`config.mk`:
```
export PLATFORM = sky130hd
export DESIGN_NAME = delay_window_sum
export DESIGN_NICKNAME = d
export VERILOG_FILES = /design/src/rtl/delay_window_sum.sv
export SDC_FILE = /design/constraint.sdc
export NUM_CORES = 1
export LEC_CHECK = 0
export CORE_UTILIZATION = 53
export CTS_CLUSTER_DIAMETER = 50
export DETAILED_ROUTE_END_ITERATION = 16
export HOLD_SLACK_MARGIN = 0.03
export PLACE_DENSITY = 0.87
export SLEW_MARGIN = 20
export SYNTH_ARGS = -nofsm -noshare
export SYNTH_HDL_FRONTEND = slang
export SYNTH_SLANG_ARGS = --single-unit
```
`constraint.sdc`:
```
create_clock -name clk -period 5.5 [get_ports clk]
set_input_delay 1.1 -clock clk [delete_from_list [all_inputs] [get_ports clk]]
set_output_delay 1.1 -clock clk [all_outputs]
set_load 0.05 [all_outputs]
```
`src/rtl/delay_window_sum.sv`:
```
// delay_window_sum
//   Running sum of the last DELAY accepted samples, paired with an external
//   reset-less delay line of the same DELAY. A sample is added on entry
//   (idata) and subtracted when it leaves the window (ddata).
//
//   State table
//   state | meaning
//   FILL  | fewer than DELAY samples accepted since reset/clr; ddata ignored
//   RUN   | window full; each accepted sample replaces the oldest one
//
// Ports
//   clk    in   system clock, rising edge
//   rst    in   synchronous active-high reset
//   ce     in   sample enable (shared with the delay line)
//   clr    in   synchronous window restart; same-cycle sample discarded
//   idata  in   current sample x[n]
//   ddata  in   delayed sample x[n-DELAY] from the delay line
//   osum   out  registered window sum
//   ovalid out  osum covers a full window
//   ocount out  samples currently in the window (0..DELAY)

module delay_window_sum #(
   parameter  int DELAY = 3,
   parameter  int N     = 8,
   localparam int CW    = $clog2(DELAY + 1),
   localparam int SUM_W = N + CW
) (
   input  logic             clk,
   input  logic             rst,
   input  logic             ce,
   input  logic             clr,
   input  logic [N-1:0]     idata,
   input  logic [N-1:0]     ddata,
   output logic [SUM_W-1:0] osum,
   output logic             ovalid,
   output logic [CW-1:0]    ocount
);

   typedef enum logic {FILL = 1'b0, RUN = 1'b1} state_t;

   state_t           state;
   logic [SUM_W-1:0] sum_fill;
   logic [SUM_W-1:0] sum_run;

   // Modulo-2^SUM_W arithmetic gives the same truncated result as the
   // SUM_W+1 bit form; the true value is never negative, so no borrow leaks.
   always_comb begin
      sum_fill = osum + SUM_W'(idata);
      sum_run  = osum + SUM_W'(idata) - SUM_W'(ddata);
   end

   always_ff @(posedge clk) begin
      if (rst || clr) begin
         state  <= FILL;
         osum   <= '0;
         ovalid <= 1'b0;
         ocount <= '0;
      end else if (ce) begin
         case (state)
            FILL: begin
               osum   <= sum_fill;
               ocount <= ocount + CW'(1);
               if (ocount == CW'(DELAY - 1)) begin
                  state  <= RUN;
                  ovalid <= 1'b1;
               end
            end
            RUN: begin
               osum   <= sum_run;
               ocount <= CW'(DELAY);
               ovalid <= 1'b1;
            end
            default: begin
               state <= FILL;
            end
         endcase
      end
   end

endmodule

```
* Yosys cells after proc, flatten, opt, wreduce, memory -nomap -nowiden *
Cells that the tools add are included.

word-level totals
  flip-flop bits (word level) = 14
  bits of input ports = 20
  logic and storage cells = 18

cells by class
  add/sub/neg operators = 3
  equality and inequality tests = 2
  muxes and demuxes = 6
  bitwise gates (word level) = 1
  reduce and logical (&&, ||, !) cells = 2

operators by type and width
  cell                 count
  $pmux 10 s2          1
  $add 10x8->10        1
  $sub 10x8->10        1
  $pmux 2 s2           1
  $mux 1               3
  $add 2x1->2 const B  1
  $eq 2x2->1 const B   1
  $ne 2x2->1 const B   1
  $pmux 1 s2           1
  $reduce_and 2->1     1
  $logic_or 1x1->1     1
  $not 1->1            1

* Longest topological paths before layout *
Gate-level depths: netlist (run 1).

  depth after elaboration = 3
  gate-level depth with buffers = 15
  depth with buffers taken out = 15

* Worst setup path after synthesis (run 1) *
No wires, ideal clock.

  path kind = in2reg
  start point = input port idata[0]
  end point = register osum[9]
  setup time = 0.116 ns
  arrival = 3.673 ns
  required time = 5.384 ns
  setup slack = 1.711 ns
  stages on the path = 13
  cells stage by stage = ha_1 fa_1 a21o_2 a211oi_1 nor2_1 ha_1 o21a_1 o21a_1 o22a_1 a21oi_1 a211o_1 a211oi_2 a31o_1

on the way
  cells in the longest elaborated chain, start to end = 3

ends and longest elaborated chain
  what                    line    text
  start: declaration      32      input logic [N-1:0] idata,
  $add 10x8->10 (*)       48, 49
  $sub 10x8->10           49      sum_run = osum + SUM_W'(idata) - SUM_W'(ddata);
  $pmux 10 s2 (*)         59      case (state)
  end signal: assignment  61      osum <= sum_fill;
  end signal: assignment  69      osum <= sum_run;
  end: declaration        34      output logic [SUM_W-1:0] osum,

Every way passes the cells marked *; elsewhere a longest branch is shown, timed or not.
A chain may end at the register's enable or synchronous reset.

* Final worst setup path (run 1) *
Ends and elaborated chain as after synthesis.

==> results of run 1 <==
## through the flow
stage | instances | worst slack (ns) | utilization [%]
2_1_floorplan | 163 | 1.711 | -
3_3_place_gp | 218 | 1.207 | 72.51
3_5_place_dp | 218 | 1.046 | 72.51
4_1_cts | 221 | 1.308 | 73.50
5_1_grt | 221 | 1.175 | 73.50
6_report | 221 | 1.259 | 73.50
## area by class of cell
cell class	count	area, µm²	area share (%)
Multi-Input combinational cell	129	958.4	57.29
Inverter	15	56.30	3.366
Timing Repair Buffer	32	320.3	19.15
Clock buffer	3	22.52	1.346
Sequential cell	14	280.3	16.75
Tap cell	28	35.03	2.094
## where the power goes
group          leakage [nW]  switching [mW]  internal, mW
logic                 0.565          0.0806        0.0661
registers             0.114         0.00341         0.105
clock network        0.0138          0.0355        0.0255
total                 0.693           0.120         0.197
## sequential cells by signal, indices dropped and copies added (netlist names)
name	cells
osum	10
ocount	2
state	1
ovalid	1
## critical path, stage by stage
cell and delay, ns:
clkdlybuf4s50_1 0.40, ha_1 0.24, fa_1 0.44, a211oi_2 0.28
nor2_4 0.08, o21a_1 0.17, nor2_1 0.12, xnor2_1 0.19
ha_1 0.34, o21a_1 0.15, o22a_1 0.23, a21oi_1 0.22
nand4_1 0.17, a211oi_2 0.23, a31o_1 0.12
## worst min-delay path by stage
stage	from	endpoint	slack (ns)
floorplan	state$_SDFFE_PP0P_	osum[1]$_SDFFE_PP0P_	0.59
global placement	ovalid$_SDFFE_PP0P_	ovalid$_SDFFE_PP0P_	0.44
detailed placement	ovalid$_SDFFE_PP0P_	ovalid$_SDFFE_PP0P_	0.47
CTS	ovalid$_SDFFE_PP0P_	ovalid$_SDFFE_PP0P_	0.48
global route	ovalid$_SDFFE_PP0P_	ovalid$_SDFFE_PP0P_	0.49
finish	ovalid$_SDFFE_PP0P_	ovalid$_SDFFE_PP0P_	0.47
## cells in the mapped netlist, types with 2 or more instances
| master | number |
|---|---|
| o211ai_1 | 3 |
| a21oi_1 | 10 |
| xnor2_1 | 7 |
| nor2_1 | 22 |
| dfxtp_1 | 14 |
| fa_1 | 2 |
| o21ai_0 | 3 |
| xor2_1 | 4 |
| inv_1 | 15 |
| nand2_1 | 13 |
| or2_2 | 2 |
| o21a_1 | 6 |
| mux2i_1 | 2 |
| a211oi_2 | 2 |
| a311oi_1 | 3 |
| clkbuf_1 | 3 |
| nor3_1 | 3 |
| a211oi_1 | 8 |
| ha_1 | 17 |
| o21ai_1 | 3 |
## per-layer routing
layer / part of all wire [%] / wire length, µm / up-vias / track usage [%]
li1: - / - / 645 / -
met1: 43 / 1420 / 604 / 31.56
met2: 50 / 1663 / 54 / 50.87
met3: 6.3 / 211 / 10 / 8.480
met4: 1.1 / 35 / 0 / 7.658
met5: 0 / 0 / - / 0
## logic make-up after synthesis
logic type,share of synthesized area (%)
AOI/OAI and AO/OA,29.40
xor gates and xnor gates,7.326
adders and majority gates,19.22
buffers and inverters,5.803
DFF,21.31
muxes,1.522
and+or+nand+nor,15.42
## layout by cell type, fill, tap and decap left out, types with 2 or more instances in the layout
cell              n
a211oi_1          8
a21oi_1          10
xnor2_1           7
a211oi_2          2
nand2_1          13
o21ai_1           3
xor2_1            4
o21a_1            6
o211ai_1          3
nor2_1           22
dfxtp_1          14
nor3_1            3
inv_1            15
mux2i_1           2
o21ai_0           3
clkbuf_4          3
ha_1             17
a311oi_1          3
clkdlybuf4s50_1  32
or2_2             2
fa_1              2
==> results.json, run 1 <==
{
  "fillers": 184,
  "async_flop_share_pct": 0,
  "grt_setup_unrepaired": "no",
  "numCtsBuffers": 3,
  "core_area_um2": 2276,
  "cts.sinks": 14,
  "ys_top_cells_by_area": "dfxtp_1 21%, ha_1 16%, nor2_1 6.3%, xnor2_1 4.7%, a211oi_1 4.6%",
  "grt_max_degree": 19,
  "synth_edf_count": 0,
  "wl_per_cell_um": 15.07,
  "p_leak_nw": 0.6931,
  "final_antenna_net_count": 0,
  "critical_path.startpoint": "idata[0]",
  "syn_avg_cell_area_um2": 8.068,
  "clkTransAtPathRegs_ns": 0.08,
  "firstDrtPassIters": 4,
  "pin_count": 33,
  "gp_congestion": 0.8152,
  "outcome": "complete, no violations",
  "slew_headroom_pct": 52.91,
  "critPathMaxFanout": 3,
  "syn_area_um2": 1315,
  "r2r_setup_slack_ns": 2.16,
  "critPathCapture": "osum[9]$_SDFFE_PP0P_",
  "yosysWarnings": 0,
  "clock_path_buffers": 2,
  "cts_tree": "built",
  "grt_pass1_wl_um": 5644,
  "cp.arrival_ns": 4.47,
  "fp.dieH_um": 51.81,
  "fin_crit_ns": 4.241,
  "worstSetupEndpointType": "flip-flop",
  "final-hold-violation-count": 0,
  "place_area_um2": 1650,
  "die_w_um": 51.81,
  "fin_area_um2": 1673,
  "drt_iter0_drc": 31,
  "finalCritPeriodShare_pct": 77.12,
  "htreeDepth": 1,
  "rr_startpoint": "osum[0]$_SDFFE_PP0P_",
  "tns_ns": 0,
  "worstSkewPairLatency_ns": 0.29,
  "power.density_nw_per_um2": 189.0,
  "vias_per_cell": 5.941,
  "drc": 0,
  "grt_overflow": 0,
  "required_ns": 5.73,
  "maxSlewViolCount": 0,
  "rows": 17,
  "track_usage_pct": 28.13,
  "worst_pin_slew_ns": 0.7041,
  "ir_worst_vdd_mv": 0.1401,
  "synth_cells": 163,
  "fin_worst_skew_ns": 0.009242,
  "antenna_found_initial": 0,
  "post_cts_resized": 0,
  "synth_top_area_cell": "dfxtp_1",
  "die-area_um2": 2684,
  "cts_setup_buffers": 0,
  "nets": 234,
  "reg2reg_to": "osum[9]$_SDFFE_PP0P_",
  "wirelength_um": 3330,
  "drive_gt1_share_pct": 6.736,
  "total_power_mw": 0.3162,
  "grt_pass1_vias": 1332,
  "synth_fp_nets": 202,
  "crit_type": "in -> reg",
  "whs_ns": 0.4681,
  "port_buffers": 32,
  "n_antenna_cell": 0,
  "setup_viol": 0,
  "hold_depth": 2,
  "syn2layout_area_growth_pct": 27.21,
  "synth.distinct_cells": 41,
  "num_vias": 1313,
  "critPathLaunchType": "input pin",
  "clockRootBuffer": "clkbuf_4",
  "ctsHoldBuffers": 0,
  "cap_violations": 0,
  "ys.flop_type": "dfxtp_1",
  "synth_top_area_share_pct": 21.31,
  "start_util_pct": 57.78,
  "dp_hpwl_um": 2564,
  "ys_ff_latch": 14,
  "ys_seq_area_share_pct": 21.31,
  "hold_path_class": "reg -> reg",
  "fmax_ghz": 0.2358,
  "ff2ff_path_depth": 14
}
Power figures use the tool's default switching activity.
==> run 2: changes to the inputs <==
CORE_UTILIZATION = 44   (was 53)
PLACE_DENSITY = 0.78   (was 0.87)
clock period = 3.9 ns   (was 5.5 ns; I/O delays follow)
==> results.json, run 2 (same netlist as run 1, synthesis figures left out) <==
{
  "clock_path_buffers": 2,
  "wl_per_cell_um": 14.11,
  "grt_max_degree": 19,
  "grt_pass1_vias": 1271,
  "fin_worst_skew_ns": 0.004216,
  "reg_top3": "osum x10, ocount x2",
  "final_antenna_net_count": 0,
  "start_util_pct": 46.88,
  "num_vias": 1338,
  "track_usage_pct": 20.89,
  "globalRouteMet1Util_pct": 27.71,
  "fin_area_um2": 1759,
  "cpLargestDelayFamily": "compound AO/OA/AOI/OAI gates",
  "cts_setup_buffers": 0,
  "clockRootBuffer": "clkbuf_4",
  "grt_pass1_wl_um": 5278,
  "path_cells": "clkdlybuf4s50_1 -> ha_1 -> fa_1 -> a211oi_2 -> nor2_4 -> o21a_1 -> nor2_1 -> xnor2_1 -> ha_1 -> o21a_1 -> o22a_1 -> a21oi_1 -> a211o_1 -> a211oi_2 -> a31o_1",
  "gp_congestion": 0.8121,
  "failed_checks": "design-rule violations",
  "n_antenna_cell": 0,
  "cp_slowest_cell": "fa_1",
  "setup_viol": 0,
  "critPathLaunchType": "input pin",
  "crit_type": "in -> reg",
  "post_cts_resized": 0,
  "fp.dieH_um": 56.67,
  "fin_ws_ns": 0.07603,
  "finalCritPeriodShare_pct": 98.05,
  "critPathBufInv": 1,
  "worstSetupEndpointType": "flip-flop",
  "grtUsageMet3_pct": 1.152,
  "slew_headroom_pct": 65.82,
  "use_met2_pct": 34.86,
  "post-place-ws_ns": -0.1447,
  "ir_worst_vdd_mv": 0.1094,
  "power.density_nw_per_um2": 258.7,
  "drive_gt1_share_pct": 11.76,
  "syn2layout_area_growth_pct": 33.78,
  "layout_common_cells": "32 x clkdlybuf4s50_1, 22 x nor2_1, 17 x ha_1, 15 x inv_1, 14 x dfxtp_1",
  "cts_tree": "built",
  "fmax_ghz": 0.2615,
  "numCtsBuffers": 3,
  "grt_overflow": 0,
  "port_buffers": 32,
  "htreeDepth": 1,
  "grt_setup_unrepaired": "no",
  "die-area_um2": 3211,
  "worstSkewPairLatency_ns": 0.28,
  "total_power_mw": 0.4551,
  "maxSlewViolCount": 0,
  "final-hold-violation-count": 0,
  "place_area_um2": 1737,
  "core_area_um2": 2805,
  "die_w_um": 56.67,
  "clkTransAtPathRegs_ns": 0.08,
  "vias_per_cell": 5.694,
  "drc": 2,
  "dp_hpwl_um": 2670,
  "required_ns": 4.08,
  "cp.arrival_ns": 4.00,
  "outcome": "complete, but fails checks",
  "p_leak_nw": 0.7486,
  "layout.cells.most_common": "clkdlybuf4s50_1",
  "cts.sinks": 14,
  "hold_path_class": "reg -> reg",
  "fin_crit_ns": 3.824,
  "critPathMaxFanout": 3,
  "ctsHoldBuffers": 0,
  "largest_reg_flops": 10,
  "cap_violations": 0,
  "worst_pin_slew_ns": 0.5111,
  "grt-busiest-layer": "met2",
  "slowest_delay_ns": 0.44,
  "nets": 245,
  "rows": 19,
  "wirelength_um": 3315,
  "antenna_found_initial": 0,
  "firstDrtPassIters": 10,
  "drt_iter0_drc": 50,
  "top_register": "osum",
  "pin_count": 33
}
-- run 2: cell types whose count changed in the layout (fill, tap and decap cells not counted), sizes merged --
cell,previous run,this run
buf,0,11
-- run 2: final timing paths --
kind | startpoint | slack [ns] | end | depth (start not counted)
setup / recovery | idata[0] | 0.08 | osum[9]$_SDFFE_PP0P_ | 15
hold reg to reg | ovalid$_SDFFE_PP0P_ | 0.45 | ovalid$_SDFFE_PP0P_ | 2
setup reg to reg | osum[0]$_SDFFE_PP0P_ | 0.67 | osum[9]$_SDFFE_PP0P_ | 14
hold / removal | ovalid$_SDFFE_PP0P_ | 0.45 | ovalid$_SDFFE_PP0P_ | 2
-- run 2: where the power goes --
part / switching [mW] / internal, mW
clock network: 0.0439 / 0.0358
logic: 0.115 / 0.107
registers: 0.00524 / 0.148
total: 0.164 / 0.291
-- run 2: cell type report --
class                   count  area (µm²)
well taps                  31       38.79
inverters                  15       56.30
fillers                   262        1046
clock buffers               3       22.52
repair buffers             43       402.9
flip-flops and latches     14       280.3
multi-input cells         129       958.4
-- run 2: routing by layer --
metal	routed length, µm	part of all wire, %
met5	0	0
met4	71	2.1
met3	158	4.8
met2	1552	47
met1	1533	46
-- run 2: worst register-to-register path, delay by kind of cell (launching register included) --
family | cells | cell delay (ns)
compound gates | 8 | 1.49
xor+xnor | 1 | 0.16
fa+ha+maj | 3 | 0.95
flops | 1 | 0.33
simple gates | 2 | 0.19
-- run 2: through the flow --
step / hold WS (ns) / instances / utilization [%] / TNS, ns
after floorplan: 0.5911 / 163 / - / 0
final: 0.4533 / 235 / 62.71 / 0
after CTS: 0.4561 / 235 / 62.71 / 0
after global placement: 0.4364 / 232 / 61.91 / -0.03277
after global routing: 0.4895 / 235 / 62.71 / 0
after detailed placement: 0.4436 / 232 / 61.91 / -0.2249
